==> src/rtl/mmio_out_fifo.sv <==
`default_nettype none
// +----------------------------------------------------------------------------+
// | Module      : mmio_out_fifo                                                |
// | Description : Memory-mapped output FIFO between the memory controller's    |
// |               peripheral write strobe and a slow consumer (e.g. the LCD    |
// |               controller). CPU stores are queued and drained through a     |
// |               ready/valid handshake. Occupancy and a sticky overflow flag  |
// |               are exported for status readback.                           |
// | Option      : define MMIO_FIFO_OVERWRITE_EN to make a write into a full    |
// |               FIFO (with no simultaneous pop) replace the oldest entry     |
// |               instead of being dropped.                                    |
// | Ports       : CLK_50MHZ    - system clock, rising edge                     |
// |               reset        - asynchronous active-low reset                 |
// |               wr_en        - one-cycle write strobe                        |
// |               wr_data      - word to queue                                 |
// |               out_valid    - head entry available                          |
// |               out_data     - head entry                                    |
// |               out_ready    - consumer accepts head this cycle              |
// |               full/empty   - occupancy == DEPTH / == 0                     |
// |               count        - occupancy 0..DEPTH                            |
// |               overflow     - sticky write-while-full flag                  |
// |               clr_overflow - clears overflow (a new set wins)              |
// | Revision    : 1.0 - initial release                                        |
// +----------------------------------------------------------------------------+
module mmio_out_fifo #(
  parameter int DATA_W = 16,
  parameter int DEPTH  = 8,
  parameter int AW     = 3
) (
  input  logic              CLK_50MHZ,
  input  logic              reset,
  input  logic              wr_en,
  input  logic [DATA_W-1:0] wr_data,
  output logic              out_valid,
  output logic [DATA_W-1:0] out_data,
  input  logic              out_ready,
  output logic              full,
  output logic              empty,
  output logic [AW:0]       count,
  output logic              overflow,
  input  logic              clr_overflow
);

  localparam logic [AW:0] c_DEPTH = (AW+1)'(DEPTH);

  logic [DATA_W-1:0] r_mem [DEPTH];
  logic [AW-1:0]     r_wp;
  logic [AW-1:0]     r_rp;
  logic [AW:0]       r_count;
  logic              r_overflow;

  logic w_full;
  logic w_empty;
  logic w_pop;
  logic w_push;
  logic w_ovf_set;
  logic w_ovw;
  logic w_write;
  logic w_adv_rp;

  assign w_full  = (r_count == c_DEPTH);
  assign w_empty = (r_count == '0);

  // A pop frees a slot in the same edge, so a full FIFO still accepts a write
  // when the consumer takes the head at the same time.
  assign w_pop     = !w_empty && out_ready;
  assign w_push    = wr_en && (!w_full || w_pop);
  assign w_ovf_set = wr_en && w_full && !w_pop;

`ifdef MMIO_FIFO_OVERWRITE_EN
  // Overwrite the oldest slot: wp == rp when full, so writing mem[wp] and
  // advancing both pointers discards the head and keeps the newest DEPTH words.
  assign w_ovw = w_ovf_set;
`else
  assign w_ovw = 1'b0;
`endif

  assign w_write  = w_push || w_ovw;
  assign w_adv_rp = w_pop || w_ovw;

  // Storage is deliberately not reset; only pointers and count define validity.
  always_ff @(posedge CLK_50MHZ) begin
    if (w_write) begin
      r_mem[r_wp] <= wr_data;
    end
  end

  always_ff @(posedge CLK_50MHZ or negedge reset) begin
    if (!reset) begin
      r_wp       <= '0;
      r_rp       <= '0;
      r_count    <= '0;
      r_overflow <= 1'b0;
    end else begin
      if (w_write) begin
        r_wp <= r_wp + AW'(1);
      end
      if (w_adv_rp) begin
        r_rp <= r_rp + AW'(1);
      end
      // Overwrite leaves count at DEPTH, so only true push/pop move it.
      if (w_push && !w_pop) begin
        r_count <= r_count + (AW+1)'(1);
      end else if (w_pop && !w_push) begin
        r_count <= r_count - (AW+1)'(1);
      end
      if (w_ovf_set) begin
        r_overflow <= 1'b1;
      end else if (clr_overflow) begin
        r_overflow <= 1'b0;
      end
    end
  end

  assign out_valid = !w_empty;
  assign out_data  = r_mem[r_rp];
  assign full      = w_full;
  assign empty     = w_empty;
  assign count     = r_count;
  assign overflow  = r_overflow;

endmodule
`default_nettype wire

==> config.mk <==
export PLATFORM = sky130hd
export DESIGN_NAME = mmio_out_fifo
export DESIGN_NICKNAME = d
export VERILOG_FILES = /design/src/rtl/mmio_out_fifo.sv
export SDC_FILE = /design/constraint.sdc
export NUM_CORES = 1
export LEC_CHECK = 0
export BUFFER_PORTS_ARGS = -buffer_cell sky130_fd_sc_hd__buf_2
export CAP_MARGIN = 20
export CORE_MARGIN = 2
export CORE_UTILIZATION = 63
export CTS_BUF_LIST = sky130_fd_sc_hd__clkbuf_16
export DETAILED_ROUTE_END_ITERATION = 8
export GPL_ROUTABILITY_DRIVEN = 0
export PLACE_DENSITY_LB_ADDON = 0.08
export SETUP_SLACK_MARGIN = 0.1
export SLEW_MARGIN = 30
export SYNTH_ARGS = -nofsm -noshare
export SYNTH_HDL_FRONTEND = slang
export SYNTH_SLANG_ARGS = --single-unit
==> constraint.sdc <==
create_clock -name CLK_50MHZ -period 5.8 [get_ports CLK_50MHZ]
set_clock_uncertainty 0.2 [all_clocks]
set_input_delay 0.58 -clock CLK_50MHZ [delete_from_list [all_inputs] [get_ports CLK_50MHZ]]
set_output_delay 0.58 -clock CLK_50MHZ [all_outputs]
set_load 0.02 [all_outputs]
==> impl_results.md <==
- GRT overflow: 0
- Final core occ: 76.1%
- Clk network pwr share: 32.1%
- Final WS setup: 2.39 ns
- CP max stage cell: dfrtp_2
- Internal power: 0.00255 W
- Endpoints failing setup: 0
- Post-route ant nets: 0
- Synth Area per Inst: 21.8 µm²
- WHS Endpoint: r_mem[4][6]
- Die height: 97.5 µm
- Clk root buf: clkbuf_16
- Final Cycle Share: 58.8%
- Crit path from: r_rp[0]
- H-Tree Level Count: 4
- CTS tree: done
- FMAX: 293 MHz
- Pins Over Slew Limit: 0
- Commonest non-fill, non-tap cell in the layout: edfxtp_1
- Clk slew on worst S/H paths: 0.06 ns
- Post-CTS Setup Inserts: 0
- WP data arrival: 2.63 ns
- Top-area cell type share of the netlist area: 69.8%
- Synth unique cells: 32
- Hold_ws: 0.246 ns
- VDD IR-drop max: 0.350 mV
- Worst-Skew Late Latency: 0.40 ns
- Post-synth net total: 279
- Post-DP HPWL: 5.49 mm
- Peak per-stage delay on the critical path: 0.69 ns
- CTS buffer count: 17
- Leakage: 2.27 nW
- Vias per inst: 6.08
- Outcome: completed
- Fin crit period: 3.41 ns
- Vias: 2638
- Syn-to-layout area delta: 18.8%
- Worst hold stages: 1
- CP Max Fanout: 20
- Wirelength per Cell: 23.2 µm
- Post-route DRC: 0
- NumNets Final: 341
- Port Buf Inserts: 44
- Number of global-route vias before repair: 2810
- Post-Route WL: 10.1 mm
- Commonest cells after routing, fill and taps aside: 128 x edfxtp_1, 44 x buf_2, 32 x mux4_2, 18 x mux2_2, 17 x clkbuf_16
- Sw Share: 29.9%
- Post-Syn Area: 5510 µm²
- Pin count of the biggest net entering global routing: 35
- Critical-path cell list: buf_4, mux4_2, mux2_2, buf_2
- Ys Warns: 0
- Setup TNS Final: 0 ns
- Final hold viol count: 0
- DRT Pass-1 Iters: 4
- FF-to-FF setup slack: 2.63 ns
- Hold buffers post-CTS: 1
- Normalized max-slew margin: 37.0%
- Proportion of layout cells with a drive suffix above 1: 43.9%
- DP Area: 5890 µm²
- Hold_sp: wr_data[6]
- Post-Syn Instances: 252
- CTS Buffer Depth: 2
- Top cells by area, synth: edfxtp_1 70%, mux4_2 13%, dfrtp_1 5.0%
- Tot GR Track Use: 23.1%
- Dpl ws: 2.63 ns
- Gates resized, CTS repair: 0
- Top cell type by total area after synthesis: edfxtp_1
- Die Width: 97.5 µm
- Worst setup SP type: flop
- Fin area: 6540 µm²
- CTS Sinks: 139
- RSZ-0062 raised after global routing: false
- Reg-to-reg critical path endpoint: count[3]
- Sequential area share after synthesis: 74.8%
- NetSw: 0.00109 W
- Sequential fraction of design power: 40.3%
- Crit path required time: 5.02 ns
- DIE AREA: 9500 µm²
- #FFs+latches synth: 139
- Max_cap viols: 0
- Power share of the combinational group: 27.6%
- First-pass GRT wire length: 15.7 mm
- Worst Path Class, Setup: reg -> out
- Top Ports: 45
- Reg-to-Reg Start: count[0]
- Ant. Diodes: 0
- Iteration-0 DRC count of the detailed router: 222
- Core Area: 8590 µm²
- PwrDens: 556 nW/µm²
- Initial Util: 64.1%
- Hold Path Class: in -> reg
- CP endpoint kind: output port
- Worst Tran Pin Value: 0.945 ns
- Initial antenna violation count: 0
- Rows: 34
- Worst Reg-to-Reg Cells: 9
==> cell families (layout without fill, tap and decap cells) <==
group,Yosys count,after routing,synth area share [%]
simple gates,23,23,2.39
fa+ha+maj,6,6,1.50
compound gates,10,10,1.50
flops,139,139,74.8
xor+xnor,6,6,0.955
buf+inv,16,90,1.61
mux,52,52,17.2
==> layer usage <==
layer	global-route usage, %	part of all wire (%)	up-vias
met5	0	0	-
met2	36.8	51	106
li1	-	-	1170
met4	8.12	1.3	0
met1	32.0	41	1348
met3	5.68	6.7	14
==> state kept, by name, indices dropped and copies added, names as in the netlist <==
signal    count
r_mem       128
count         4
r_rp          3
r_wp          3
overflow      1
==> power groups by stage <==
stage / Sequential [W] / Combinational, W / Clock (W)
global route: 0.00149 / 0.00108 / 0.00122
global placement: 0.00148 / 0.000995 / 0
finish: 0.00146 / 0.00100 / 0.00117
detailed placement: 0.00149 / 0.00101 / 0
floorplan: 0.00137 / 0.000831 / 0
CTS: 0.00147 / 0.00102 / 0.00118
==> synthesized netlist by cell type, drive strengths merged <==
library cell    n
a2111o          1
a21oi           2
a32o            1
buf             8
clkbuf          3
dfrtp          11
edfxtp        128
fa              1
ha              5
inv             5
mux2           19
mux2i           1
mux4           32
nand2           4
nand2b          2
nand3           3
nand3b          1
nor2            3
nor3            5
nor4            1
o211ai          4
o21ai           2
or3             1
or4             2
or4b            1
xnor2           6
==> worst max-delay path: cells and delay by family (launching register included) <==
kind / cells / cell delay [ns]
multiplexers: 2 / 0.89
buffers and inverters: 2 / 0.63
flip-flops: 1 / 0.69
==> final cells by class <==
cell class              count  area (µm²)
flip-flops and latches    139        4120
fillers                   484        2050
multi-input cells          97        1320
clock buffers              17         425
repair buffers             54         298
clock inverters            14         218
well taps                 108         135
inverters                   5        18.8
==> how the worst max path moves through the flow <==
stage / to / cells past startpoint
detailed placement: count[3] / 9
CTS: out_data[4] / 4
global route: out_data[4] / 4
global placement: count[3] / 9
floorplan: r_mem[0][0] / 3
finish: out_data[4] / 4
==> stage by stage <==
stage / std cells / total power [W]
2_1_floorplan: 252 / 0.00220
4_1_cts: 434 / 0.00368
6_report: 434 / 0.00363
5_1_grt: 434 / 0.00379
3_3_place_gp: 402 / 0.00247
3_5_place_dp: 402 / 0.00249
(Power assumes the default switching activity.)
